<file path="src/rtl/mmu_pkg.sv">
// Shared MMU definitions: translation-arbiter state encoding and 68k function codes.
package mmu_pkg;

  typedef enum logic [1:0] {
    XARB_IDLE   = 2'd0,
    XARB_LOOKUP = 2'd1,
    XARB_WALK   = 2'd2,
    XARB_RESP   = 2'd3
  } xarb_state_t;

  localparam logic [2:0] FC_USER_DATA = 3'b001;
  localparam logic [2:0] FC_USER_PROG = 3'b010;
  localparam logic [2:0] FC_SUP_DATA  = 3'b101;
  localparam logic [2:0] FC_SUP_PROG  = 3'b110;

endpackage

</file>
<file path="src/rtl/rr_arb2.sv">
// Two-way round-robin picker; purely combinational, grant is one-hot or zero.
// On contention the requester not granted last wins; last=1 means r1 went last.
module rr_arb2 (
  input  logic [1:0] req,
  input  logic       last,
  output logic [1:0] grant
);

  always_comb begin
    grant = req;
    if (req == 2'b11) grant = last ? 2'b01 : 2'b10;
  end

endmodule

</file>
<file path="src/rtl/mmu_xlate_arb.sv">
// Shares the MMU lookup port between fetch (r0) and data (r1); ack MMU_LAT+2 cycles after req.
// Requesters hold req until ack; a miss stalls in WALK until walk_done, then relooks up.
module mmu_xlate_arb
  import mmu_pkg::*;
#(
  parameter int VA_WIDTH  = 24,
  parameter int PA_WIDTH  = 24,
  parameter int MMU_LAT   = 1,
  parameter int MAX_WALKS = 2
) (
  input  logic                clk,
  input  logic                rst_n,
  input  logic                r0_req,
  input  logic [VA_WIDTH-1:0] r0_va,
  input  logic [2:0]          r0_fc,
  input  logic                r0_rw_n,
  input  logic                r1_req,
  input  logic [VA_WIDTH-1:0] r1_va,
  input  logic [2:0]          r1_fc,
  input  logic                r1_rw_n,
  output logic                r0_ack,
  output logic                r1_ack,
  output logic [PA_WIDTH-1:0] rsp_pa,
  output logic                rsp_fault,
  output logic [VA_WIDTH-1:0] mmu_va,
  output logic [2:0]          mmu_fc,
  output logic                mmu_rw_n,
  input  logic [PA_WIDTH-1:0] mmu_pa,
  input  logic                mmu_hit,
  input  logic                mmu_fault,
  output logic                walk_req,
  input  logic                walk_done,
  output logic                busy
);

  localparam int LW = $clog2(MMU_LAT + 1);
  localparam int WW = $clog2(MAX_WALKS + 1);
  localparam logic [LW-1:0] LAT_LAST = LW'(MMU_LAT);
  localparam logic [WW-1:0] WALK_MAX = WW'(MAX_WALKS);

  xarb_state_t   state;
  logic [LW-1:0] lat_cnt;
  logic [WW-1:0] walk_cnt;
  logic          gnt_idx;
  logic          last_grant;
  logic [1:0]    grant;

  rr_arb2 u_rr_arb2 (
    .req   ({r1_req, r0_req}),
    .last  (last_grant),
    .grant (grant)
  );

  // The mmu_* registers double as the capture registers: loaded only in IDLE,
  // held through LOOKUP and WALK, and parked at the idle pattern on entry to RESP.
  always_ff @(posedge clk or negedge rst_n) begin
    if (!rst_n) begin
      state      <= XARB_IDLE;
      lat_cnt    <= '0;
      walk_cnt   <= '0;
      gnt_idx    <= 1'b0;
      last_grant <= 1'b1;
      r0_ack     <= 1'b0;
      r1_ack     <= 1'b0;
      rsp_pa     <= '0;
      rsp_fault  <= 1'b0;
      mmu_va     <= '0;
      mmu_fc     <= 3'b000;
      mmu_rw_n   <= 1'b1;
      walk_req   <= 1'b0;
      busy       <= 1'b0;
    end else begin
      r0_ack <= 1'b0;
      r1_ack <= 1'b0;
      case (state)
        XARB_IDLE: begin
          if (|grant) begin
            gnt_idx  <= grant[1];
            mmu_va   <= grant[1] ? r1_va   : r0_va;
            mmu_fc   <= grant[1] ? r1_fc   : r0_fc;
            mmu_rw_n <= grant[1] ? r1_rw_n : r0_rw_n;
            lat_cnt  <= '0;
            walk_cnt <= '0;
            busy     <= 1'b1;
            state    <= XARB_LOOKUP;
          end
        end
        XARB_LOOKUP: begin
          if (lat_cnt != LAT_LAST) begin
            lat_cnt <= lat_cnt + LW'(1);
          end else if (mmu_fault || mmu_hit || walk_cnt >= WALK_MAX) begin
            // Fault wins over hit; an exhausted miss is reported as a fault with pa 0.
            rsp_fault <= mmu_fault || !mmu_hit;
            rsp_pa    <= (mmu_hit && !mmu_fault) ? mmu_pa : '0;
            r0_ack    <= !gnt_idx;
            r1_ack    <= gnt_idx;
            mmu_va    <= '0;
            mmu_fc    <= 3'b000;
            mmu_rw_n  <= 1'b1;
            state     <= XARB_RESP;
          end else begin
            walk_cnt <= walk_cnt + WW'(1);
            walk_req <= 1'b1;
            state    <= XARB_WALK;
          end
        end
        XARB_WALK: begin
          if (walk_done) begin
            walk_req <= 1'b0;
            lat_cnt  <= '0;
            state    <= XARB_LOOKUP;
          end
        end
        XARB_RESP: begin
          last_grant <= gnt_idx;
          busy       <= 1'b0;
          state      <= XARB_IDLE;
        end
        default: begin
          busy  <= 1'b0;
          state <= XARB_IDLE;
        end
      endcase
    end
  end

endmodule

</file>
<file path="config.mk">
export PLATFORM = sky130hd
export DESIGN_NAME = mmu_xlate_arb
export DESIGN_NICKNAME = d
export VERILOG_FILES = /design/src/rtl/mmu_pkg.sv /design/src/rtl/rr_arb2.sv /design/src/rtl/mmu_xlate_arb.sv
export SDC_FILE = /design/constraint.sdc
export NUM_CORES = 1
export LEC_CHECK = 0
export BUFFER_PORTS_ARGS = -buffer_cell sky130_fd_sc_hd__buf_4
export CAP_MARGIN = 10
export CELL_PAD_IN_SITES_DETAIL_PLACEMENT = 0
export CELL_PAD_IN_SITES_GLOBAL_PLACEMENT = 1
export CORE_MARGIN = 8
export CORE_UTILIZATION = 34
export CTS_CLUSTER_DIAMETER = 30
export CTS_CLUSTER_SIZE = 20
export DETAILED_ROUTE_END_ITERATION = 7
export GPL_TIMING_DRIVEN = 0
export PLACE_DENSITY = 0.89
export SETUP_SLACK_MARGIN = 0.3
export SYNTH_ARGS = -nofsm -noshare
export SYNTH_HDL_FRONTEND = slang
export SYNTH_SLANG_ARGS = --single-unit
</file>
<file path="constraint.sdc">
create_clock -name clk -period 2.31 [get_ports clk]
set_input_delay 0.462 -clock clk [delete_from_list [all_inputs] [get_ports clk]]
set_output_delay 0.462 -clock clk [all_outputs]
set_load 0.1 [all_outputs]
</file>
* Word-level counts from Yosys, hierarchy flattened
Index checks and enable logic that the tools add are counted. Widths: inputs -> output; s select.
Operators by class: add/subtract/negate cells 2, multiply operators 0, divide/modulo/power cells 0, $lt $le $gt $ge 1, equality and inequality tests 9, shifts and indexed selects 0, mux-type cells 42, bitwise gates (word level) 0, reductions and logical operators 21
Operators with widths (count):
- $mux 24 | 5
- $pmux 24 s2 | 1
- $mux 1 | 17
- $mux 2 | 8
- $mux 3 | 4
- $reduce_and 4->1 | 3
- $ne 2x2->1 const B | 5
- $reduce_and 3->1 | 3
- $pmux 2 s4 | 1
- $eq 2x2->1 const B | 3
- $pmux 1 s2 | 3
- $pmux 3 s2 | 1
- $reduce_bool 2->1 | 3
- $pmux 2 s2 | 1
- $reduce_and 2->1 | 2
- $logic_not 1->1 | 3
- $logic_or 1x1->1 | 3
- $pmux 1 s3 | 1
- $reduce_bool 3->1 | 1
- $add 2x1->2 const B | 1
- $eq 2x1->1 const B | 1
- $ge 2x2->1 const B | 1
- $logic_not 2->1 | 1
- $reduce_or 2->1 | 1
- other kinds (2) | 2
Storage, ports and cells: bits in registers 64, latch bits 0, bits in writable memories 0, bits in read-only memories 0, memories 0

* Logic depth before layout (Yosys ltp)
word-level depth 5, mapped depth 8

* Cells and area by module
From an unflattened synthesis, not the netlist that was laid out.
Unflattened totals: cells, all modules 259, area, all modules 2854.0 um^2
Modules (own cells, without submodules):
- mmu_xlate_arb | times used 1, cells each 256, area an instance 2835.2 um^2, sequential area each 1604.0 um^2
- rr_arb2 | times used 1, cells each 3, area an instance 18.8 um^2, sequential area each 0.0 um^2

* Least setup slack after synthesis
No wires, ideal clock.
kind register -> register, start register walk_cnt[1], end register mmu_fc[0], setup time 125 ps, data arrival time 1738 ps, required time 2185 ps, slack 446 ps, stages on the path, launching flop included 8, path buffers 2, clock period less this slack 1864 ps, cells stage by stage dfrtp_1 > ha_1 > nor4_4 > nand2_2 > nand2b_4 > buf_6 > buf_6 > mux2_4
On the way: longest elaborated chain between the ends 4
RTL lines:
- from (decl) | RTL line mmu_xlate_arb.sv:43 | logic [WW-1:0] walk_cnt;
- from (signal assigned) | RTL line mmu_xlate_arb.sv:102 | walk_cnt <= walk_cnt + WW'(1);
- $ge 2x2->1 | RTL line mmu_xlate_arb.sv:91 | end else if (mmu_fault || mmu_hit || walk_cnt >= WALK_MAX) begin
- $logic_or 1x1->1 | RTL line mmu_xlate_arb.sv:91
- $ne 2x2->1 (no source line)
- $reduce_and 4->1 (no source line)
- to (signal assigned) | RTL line mmu_xlate_arb.sv:80 | mmu_fc <= grant[1] ? r1_fc : r0_fc;
- to (decl) | RTL line mmu_xlate_arb.sv:26 | output logic [2:0] mmu_fc,
Every way passes these cells. A chain may end at the register's enable or synchronous reset.

* Final worst setup path
start register walk_cnt[0], end register mmu_fc[1]
Same word-level chain as after synthesis.

==> out/results.tsv <==
stage	metric	value	unit
run_status	status	finished clean	
routing	vias	2821	
logic_synthesis	synth_edf_count	0	
clock_network	cts_tree	yes	
clock_network	cts_buffers	9	
global_routing	grt_max_degree	65	
timing	setup_tns	0	ps
logic_synthesis	synth_top_area_share	50.2	%
logic_synthesis	synth_top_area_cell	dfrtp_1	
routing	ant_nets	0	
routing	wl_per_cell	16.4	um
timing	maxSlewViolCount	0	
global_routing	grt_overflow_total	0	
worst_setup_path	cp-end-kind	flip-flop	
timing	worstMarginPinSlew	838	ps
clock_network	clk_latency	330	ps
logic_synthesis	synth_top_flop_cell	dfrtp_1	
floorplan	rows	34	
logic_synthesis	postSynthCellCount	317	
layout	syn_to_final_growth	46.8	%
placement	portBuffers	143	
timing	setup-violations-final	0	
timing	max-slew-margin-rel	44.1	%
worst_setup_path	worst_ep_arrival_time	2100	ps
job	cap_violations	0	
floorplan	pin_count	144	
floorplan	core	0.00876	mm2
logic_synthesis	synth.distinct_cells	33	
placement	routabilityCongestion	0.745	
routing	drtPass1Iterations	4	
floorplan	die_h	111	um
global_routing	grtUsageMet3	4.46	%
logic_synthesis	async_reset_ff_share	100	%
timing	fin_crit_sh	81.8	%
clock_network	clk_path_buf_depth	2	
worst_setup_path	path_class	reg2reg	
placement	hpwl	7350	um
global_routing	antenna_found_initial	0	
logic_synthesis	ys_seq_area_share	51.9	%
logic_synthesis	post-synth-top-count-cell	nand2_1	
timing	grt_setup_unrepaired	yes	
clock_network	clk_pin_slew_worst_paths	70	ps
floorplan	die_w	111	um
routing	drt-initial-drc-count	117	
logic_synthesis	yosysWarnings	0	
worst_setup_path	critical_path_required	2530	ps
clock_network	cts_sinks	64	
global_routing	track_usage	15.4	%
timing	min_period	1890	ps
global_routing	met1_usage	19.2	%
logic_synthesis	ys_top_cells_by_area	dfrtp_1 50%, mux2_4 9.7%, nand2_1 9.7%	
worst_setup_path	path_max_fanout	10	
routing	viasPerCell	4.81	
worst_setup_path	rrSetupSlack	420	ps
timing	hold_viol_final	0	
logic_synthesis	synth.avg_cell_area	9.75	um2
floorplan	start_util	35.3	%
layout	finalNetCount	561	
global_routing	grt_pass1_wl	15700	um
layout	drive_gt1_share	44.1	%
global_routing	grt_pass1_vias	2966	
timing	max_freq	530	MHz
floorplan	die-area	0.0124	mm2
routing	route.detailed.drc	0	
clock_network	h-tree-depth	3	
timing	fin_skew	14.0	ps
logic_synthesis	synth_common_cells	80 x nand2_1, 62 x dfrtp_1, 51 x nand3_1	
routing	drt-total-wl	9630	um
clock_network	root_buffer	clkbuf_8	
hold_path	min_path_type	in2async	
logic_synthesis	synth_nets	405	
global_routing	busiest_layer	met2	
worst_setup_path	crit_path_start_kind	flip-flop	
logic_synthesis	syn-cell-area	0.00309	mm2
global_routing	use_met2	25.1	%
logic_synthesis	ys_ff_latch	64	
layout	n_antenna_cell	0	
[repair_timing]
item / 4_1_cts / 5_1_grt
pin swaps: 1 / 1
buffers inserted: 1 / 1
setup endpoints to repair: 20 / 40
hold buffers: 0 / 0
gates resized for setup: 0 / 6
[flip-flops by register name, indices dropped and copies added, names as in the netlist]
name,count
walk_req,1
mmu_va,24
rsp_pa,24
lat_cnt,1
mmu_fc,3
mmu_rw_n,1
busy,1
state,2
rsp_fault,1
r0_ack,1
last_grant,1
gnt_idx,1
walk_cnt,2
r1_ack,1
[layout make-up]
type / count / area, um2
Tap cell: 108 / 135
Multi-Input combinational cell: 225 / 1340
Sequential cell: 64 / 1600
Buffer: 25 / 156
Clock inverter: 3 / 40.0
Inverter: 3 / 11.3
Timing Repair Buffer: 145 / 1090
Fill cell: 804 / 4230
Clock buffer: 13 / 159
[layout by cell type, fill, tap and decap left out, types with 3 or more instances in the layout]
cell,synthesis,routed
buf_4,0,145
dfrtp_1,62,62
clkbuf_1,8,10
nand2_1,80,80
o21ai_1,3,3
mux2_2,9,9
mux2_4,20,20
o21ai_0,32,32
nand3_1,51,51
buf_2,13,12
clkbuf_8,0,11
nor2_1,7,7
[worst paths after layout]
kind,from,end,cells past startpoint
max in group asynchronous,rst_n,mmu_va[1]$_DFFE_PN0P_,1
min in group clk,mmu_pa[19],rsp_pa[19]$_DFFE_PN0P_,3
min,rst_n,walk_cnt[1]$_DFFE_PN0P_,1
max reg2reg,walk_cnt[0]$_DFFE_PN0P_,mmu_fc[1]$_DFFE_PN0P_,8
max,walk_cnt[0]$_DFFE_PN0P_,mmu_fc[1]$_DFFE_PN0P_,8
min reg2reg,rsp_pa[13]$_DFFE_PN0P_,rsp_pa[13]$_DFFE_PN0P_,2
[worst max-delay path, stage by stage (launching register included)]
cell and delay, ps:
dfrtp_1 370, inv_1 50, ha_1 220, nor4_4 260, nand2_2 140, nand2b_4 100, buf_8 160, buf_12 160
mux2_4 310
[routing by layer]
metal	part of all wire [%]	wire (um)
met5	0	0
met4	0.65	63
met3	5.4	519
met2	51	4870
met1	43	4180
[logic make-up after synthesis]
kind of cell    Yosys count  share of synthesized area, %
compound gates           46                          8.18
fa+ha+maj                 1                         0.405
buf+inv                  28                          4.66
flops                    64                          51.9
mux                      29                          13.0
simple gates            149                          21.9
[through the flow]
step / area (um2) / hold slack (ps) / cells / utilization [%] / setup WS (ps)
2_1_floorplan: 3090 / 166 / 317 / - / 446
3_3_place_gp: 4300 / 452 / 568 / 49.1 / 245
3_5_place_dp: 4300 / 458 / 568 / 49.1 / 219
4_1_cts: 4510 / 249 / 585 / 51.4 / 295
5_1_grt: 4540 / 278 / 586 / 51.8 / 296
6_report: 4540 / 223 / 586 / 51.8 / 421
Power is not shown: default switching activity piles up to over one toggle a cycle in this logic, so the estimate is an artifact.
